===== src/rtl/hilo_pkg.sv =====
// hilo_pkg: shared encodings, state type and default latencies for the HI/LO stage.
package hilo_pkg;

    localparam int unsigned OP_W = 2;

    localparam logic [OP_W-1:0] OP_NONE = 2'b00;
    localparam logic [OP_W-1:0] OP_MUL  = 2'b01;
    localparam logic [OP_W-1:0] OP_DIV  = 2'b10;

    localparam int unsigned DEFAULT_DATA_WIDTH  = 32;
    localparam int unsigned DEFAULT_DIV_LATENCY = 4;
    localparam int unsigned DEFAULT_MUL_LATENCY = 2;

    typedef enum logic {
        IDLE = 1'b0,
        BUSY = 1'b1
    } state_t;

    // Larger of two latencies, used to size the settle counter.
    function automatic int unsigned max_u(input int unsigned a, input int unsigned b);
        return (a > b) ? a : b;
    endfunction

endpackage


===== src/rtl/hilo_lat_counter.sv =====
// hilo_lat_counter: loadable down-counter that times out the producer settle latency.
// The zero flag is registered alongside the count so it is available at the edge.
module hilo_lat_counter #(
    parameter int unsigned CNT_W = 3
) (
    input  logic             clock,
    input  logic             clear,
    input  logic             load,
    input  logic [CNT_W-1:0] load_value,
    input  logic             dec,
    output logic [CNT_W-1:0] value,
    output logic             zero
);

    // Count register: clear wins, then load, then decrement (never below zero).
    always_ff @(posedge clock) begin
        if (clear) begin
            value <= '0;
            zero  <= 1'b1;
        end else if (load) begin
            value <= load_value;
            zero  <= (load_value == '0);
        end else if (dec && (value != '0)) begin
            value <= value - CNT_W'(1);
            zero  <= (value == CNT_W'(1));
        end
    end

endmodule


===== src/rtl/hilo_unit.sv =====
// hilo_unit: HI/LO result capture stage behind the multiplier and divider.
// Counts out the producer settle latency, then latches {hi, lo} from z_in, and
// interlocks MFHI/MFLO/MTHI/MTLO against an in-flight operation via stall.
// Optional feature macro: HILO_DIV0_FLAG_EN adds m_in and a sticky div0 flag.
module hilo_unit
    import hilo_pkg::*;
#(
    parameter int unsigned DATA_WIDTH  = DEFAULT_DATA_WIDTH,
    parameter int unsigned DIV_LATENCY = DEFAULT_DIV_LATENCY,
    parameter int unsigned MUL_LATENCY = DEFAULT_MUL_LATENCY
) (
    input  logic                    clock,
    input  logic                    clear,
    input  logic                    start,
    input  logic [OP_W-1:0]         op,
    input  logic [2*DATA_WIDTH-1:0] z_in,
    input  logic                    mt_hi,
    input  logic                    mt_lo,
    input  logic [DATA_WIDTH-1:0]   mt_data,
    input  logic                    rd_hi,
    input  logic                    rd_lo,
    output logic [DATA_WIDTH-1:0]   hi_out,
    output logic [DATA_WIDTH-1:0]   lo_out,
    output logic                    busy,
    output logic                    done,
    output logic                    stall
`ifdef HILO_DIV0_FLAG_EN
    ,
    input  logic [DATA_WIDTH-1:0]   m_in,
    output logic                    div0
`endif
);

    localparam int unsigned CNT_W = $clog2(max_u(DIV_LATENCY, MUL_LATENCY)) + 1;

    state_t           state;
    state_t           state_next;
    logic             cnt_load;
    logic             cnt_dec;
    logic             cnt_zero;
    logic             capture;
    logic [CNT_W-1:0] cnt_load_value;
    logic [CNT_W-1:0] cnt_value;

    // State register.
    always_ff @(posedge clock) begin
        if (clear) begin
            state <= IDLE;
        end else begin
            state <= state_next;
        end
    end

    // Next-state and counter control; reserved op launches nothing.
    always_comb begin
        state_next     = state;
        cnt_load       = 1'b0;
        cnt_dec        = 1'b0;
        capture        = 1'b0;
        cnt_load_value = CNT_W'(DIV_LATENCY - 1);
        if (op == OP_MUL) begin
            cnt_load_value = CNT_W'(MUL_LATENCY - 1);
        end
        case (state)
            IDLE: begin
                if (start && ((op == OP_MUL) || (op == OP_DIV))) begin
                    state_next = BUSY;
                    cnt_load   = 1'b1;
                end
            end
            BUSY: begin
                if (cnt_zero) begin
                    capture    = 1'b1;
                    state_next = IDLE;
                end else begin
                    cnt_dec = (cnt_value != '0);
                end
            end
            default: begin
                state_next = IDLE;
            end
        endcase
    end

    hilo_lat_counter #(
        .CNT_W (CNT_W)
    ) u_lat_counter (
        .clock      (clock),
        .clear      (clear),
        .load       (cnt_load),
        .load_value (cnt_load_value),
        .dec        (cnt_dec),
        .value      (cnt_value),
        .zero       (cnt_zero)
    );

    // HI/LO and status registers: capture overrides, MT writes only land in IDLE.
    always_ff @(posedge clock) begin
        if (clear) begin
            hi_out <= '0;
            lo_out <= '0;
            busy   <= 1'b0;
            done   <= 1'b0;
        end else begin
            busy <= (state_next == BUSY);
            done <= capture;
            if (capture) begin
                hi_out <= z_in[2*DATA_WIDTH-1:DATA_WIDTH];
                lo_out <= z_in[DATA_WIDTH-1:0];
            end else if (state == IDLE) begin
                if (mt_hi) begin
                    hi_out <= mt_data;
                end
                if (mt_lo) begin
                    lo_out <= mt_data;
                end
            end
        end
    end

    assign stall = busy & (rd_hi | rd_lo | mt_hi | mt_lo);

`ifdef HILO_DIV0_FLAG_EN
    logic [OP_W-1:0] op_q;
    logic            div0_pend;

    // Latch op and divisor-is-zero at launch; update sticky div0 on DIV capture.
    always_ff @(posedge clock) begin
        if (clear) begin
            op_q      <= OP_NONE;
            div0_pend <= 1'b0;
            div0      <= 1'b0;
        end else begin
            if (cnt_load) begin
                op_q      <= op;
                div0_pend <= (m_in == '0);
            end
            if (capture && (op_q == OP_DIV)) begin
                div0 <= div0_pend;
            end
        end
    end
`endif

endmodule


===== config.mk =====
export PLATFORM = sky130hd
export DESIGN_NAME = hilo_unit
export DESIGN_NICKNAME = d
export VERILOG_FILES = /design/src/rtl/hilo_pkg.sv /design/src/rtl/hilo_lat_counter.sv /design/src/rtl/hilo_unit.sv
export SDC_FILE = /design/constraint.sdc
export NUM_CORES = 1
export LEC_CHECK = 0
export ABC_CLOCK_PERIOD_IN_PS = 4600
export CELL_PAD_IN_SITES_DETAIL_PLACEMENT = 0
export CELL_PAD_IN_SITES_GLOBAL_PLACEMENT = 1
export CORE_MARGIN = 8
export CORE_UTILIZATION = 31
export DETAILED_ROUTE_END_ITERATION = 7
export PLACE_DENSITY_LB_ADDON = 0.3
export SYNTH_ARGS = -nofsm -noshare
export SYNTH_HDL_FRONTEND = slang
export SYNTH_SLANG_ARGS = --single-unit

===== constraint.sdc =====
create_clock -name clock -period 4.6 [get_ports clock]
set_input_delay 0.46 -clock clock [delete_from_list [all_inputs] [get_ports clock]]
set_output_delay 0.46 -clock clock [all_outputs]
set_load 0.005 [all_outputs]

==> flow_summary.ini <==
[final_layout]
nNetsFinal = 644
syn2layout_area_growth_pct = 54.4
design_area_sq_mm = 0.00525
drive_above_1_share_pct = 9.65
insertedDiodeCount = 0
instances_no_fill = 679

[sta]
rsz0062_at_grt = no
fmax_mhz = 446
fin_skew_ns = 0.00658
drv_slew = 0
worst_slew_pin_slew_ns = 1.23
period_needed_ns = 2.24
relSlewSlack_pct = 17.7
hold_viol_final = 0
period_share_pct = 48.8
setup_viol = 0
tns_ns = 0

[placed_design]
placed_cell_area_sq_mm = 0.00508
place.gp.congestion = 0.728
dp_hpwl_microns = 8270
port_buffers = 171
placed_cells = 664

[floorplanning]
fp.dieH_microns = 121
start_util_pct = 31.5
rows = 38
die_width_microns = 121
core_area_sq_mm = 0.0108
die_area_sq_mm = 0.0146
ioPinCount = 172

[synthesis]
synth.avg_cell_area_sq_um = 8.72
ys_warn_count = 0
synth.area.mux_share_pct = 2.39
ys_types = 28
synth_top_family_by_area = simple AND/OR/NAND/NOR gates
syn_nets = 499
synth-compound-area-share_pct = 22.8
synthSimpleGateAreaFrac_pct = 24.2
synthCells = 390
synth-seq-cells = 70
yosys.area_share.xor_xnor_pct = 0.258
ys_seq_area_share_pct = 41.2
syn_area_sq_mm = 0.00340
synthAdderAreaFrac_pct = 1.47

[routing]
num_vias = 3459
antenna_left = 0
drc = 0
drt_iter0_markers = 216
viasPerCell = 5.09
wirelength_microns = 12000
first_pass_iters = 4
wl_per_cell_microns = 17.7

[setup_path]
max_stage_delay_ns = 0.45
crit_fanout = 3
worstPathCellList = clkdlybuf4s50_1, o41a_1, clkdlybuf4s50_1
critPathLaunchType = primary input
r2r_slack_ns = 2.50
critPathSlowestCell = clkdlybuf4s50_1
r2r_end = lo_out[0]
crit_type = primary input to primary output
crit_arrival_ns = 1.78
end_kind = primary output
r2r_cells = 5
crit_top_cell = clkdlybuf4s50_1
required_ns = 4.14
r2r_start = busy

[power]
fin_total_pwr_w = 0.00156
powerDensity_mw_per_mm2 = 298
p_leak_nw = 1.90
peakVddDrop_mv = 0.162

[grt]
grt_usage_pct = 16.2
antenna_found_initial = 0
first_global_vias = 3639
grt_overflow = 0
grt_pass1_wl_microns = 19200
grt_max_degree = 73

[clock_network]
cts_buffers = 9
cts_sinks = 70
cts_buffer_depth = 2
ctsResizeCount = 0
cts_hold_buf = 0
clock_latency_ns = 0.33
cts_setup_buffers = 0
cts_max_level = 3
clk_pin_slew_ns = 0.07
cts_root_buf = clkbuf_8
tritoncts = yes

[min_path]
hold_path_class = flop to flop
min-delay-start = lo_out[19]
hold_depth = 2
hold_end = lo_out[19]

[run]
maxCapViolCount = 0

[outcome]
status = completed
-- power by group --
part | internal, W | total, W | switching [W]
sequential | 0.000663 | 0.000693 | 0.0000299
combinational | 0.000237 | 0.000421 | 0.000184
clock | 0.000223 | 0.000450 | 0.000227
total | 0.00112 | 0.00156 | 0.000441
-- cell usage after synthesis (all sizes together) --
master	count	share of area, %
a2111oi	1	0.26
a211oi	7	1.5
a21oi	3	0.44
a311oi	57	20
a31oi	1	0.18
buf	27	5.5
clkbuf	15	1.7
dfxtp	70	41
ha	4	1.5
inv	4	0.44
mux2	1	0.33
mux2i	7	2.1
nand2	58	6.5
nand2b	4	0.74
nand3	57	8.4
nand4bb	1	0.33
nor2	66	7.3
nor3b	2	0.77
o211ai	1	0.22
o21bai	1	0.22
o41a	1	0.33
or3b	1	0.26
xnor2	1	0.26
-- flip-flops by register name, summed over array words and instances (netlist names) --
| signal | cells |
|---|---|
| lo_out | 32 |
| u_lat_counter.zero | 1 |
| u_lat_counter.value | 3 |
| busy | 1 |
| done | 1 |
| hi_out | 32 |
-- how the worst max path moves through the flow --
stage	start	end	slack, ns	cells after the start
floorplan	op[1]	u_lat_counter.value[1]	3.09	5
global placement	mt_hi	hi_out[11]	2.15	5
CTS	mt_hi	stall	2.35	3
global route	mt_hi	stall	2.32	3
finish	mt_hi	stall	2.36	3
detailed placement	mt_hi	hi_out[10]	2.08	5
-- placed cells by master (no fill, tap or decap), drive strengths merged --
master | synthesis | final
a2111oi | 1 | 1
a211oi | 7 | 7
a21oi | 3 | 3
a311oi | 57 | 57
a31oi | 1 | 1
buf | 27 | 6
clkbuf | 15 | 14
clkdlybuf4s50 | 0 | 170
clkinv | 0 | 1
dfxtp | 70 | 70
ha | 4 | 4
inv | 4 | 4
mux2 | 1 | 1
mux2i | 7 | 7
nand2 | 58 | 58
nand2b | 4 | 4
nand3 | 57 | 57
nand4bb | 1 | 1
nor2 | 66 | 66
nor3b | 2 | 2
o211ai | 1 | 1
o21bai | 1 | 1
o41a | 1 | 1
or3b | 1 | 1
xnor2 | 1 | 1
-- cells by family after synthesis --
logic type	count (synthesis)
AOI/OAI and AO/OA	72
muxes	8
adders and majority gates	4
and+or+nand+nor	189
DFF	70
xor gates and xnor gates	1
buffers and inverters	46
-- routing by layer --
| metal | GRT usage [%] | up-vias | part of all wire, % |
|---|---|---|---|
| met4 | 4.37 | 0 | 1.2 |
| met5 | 0 | - | 0 |
| met2 | 27.3 | 118 | 47 |
| li1 | - | 1693 | - |
| met1 | 18.8 | 1636 | 43 |
| met3 | 6.15 | 12 | 8.5 |
-- critical path: cells and delay by family --
kind	cells	cell delay, ns
buffers and inverters	2	0.90
AOI/OAI and AO/OA	1	0.43
-- per-stage QoR --
stage          hold slack (ns)  utilization, %  setup WS (ns)
6_report                 0.483            48.6           2.36
5_1_grt                  0.501            48.6           2.32
4_1_cts                  0.480            48.6           2.35
3_5_place_dp             0.468            47.1           2.08
3_3_place_gp             0.467            47.1           2.15
2_1_floorplan            0.475               -           3.09
-- cell type report --
type / instances / area, sq um
repair buffers: 176 / 1740
fillers: 1050 / 5540
multi-input cells: 274 / 1740
inverters: 4 / 15.0
clock buffers: 14 / 163
clock inverters: 1 / 5.00
flip-flops and latches: 70 / 1400
well taps: 140 / 175
Power figures use the tool's default switching activity.
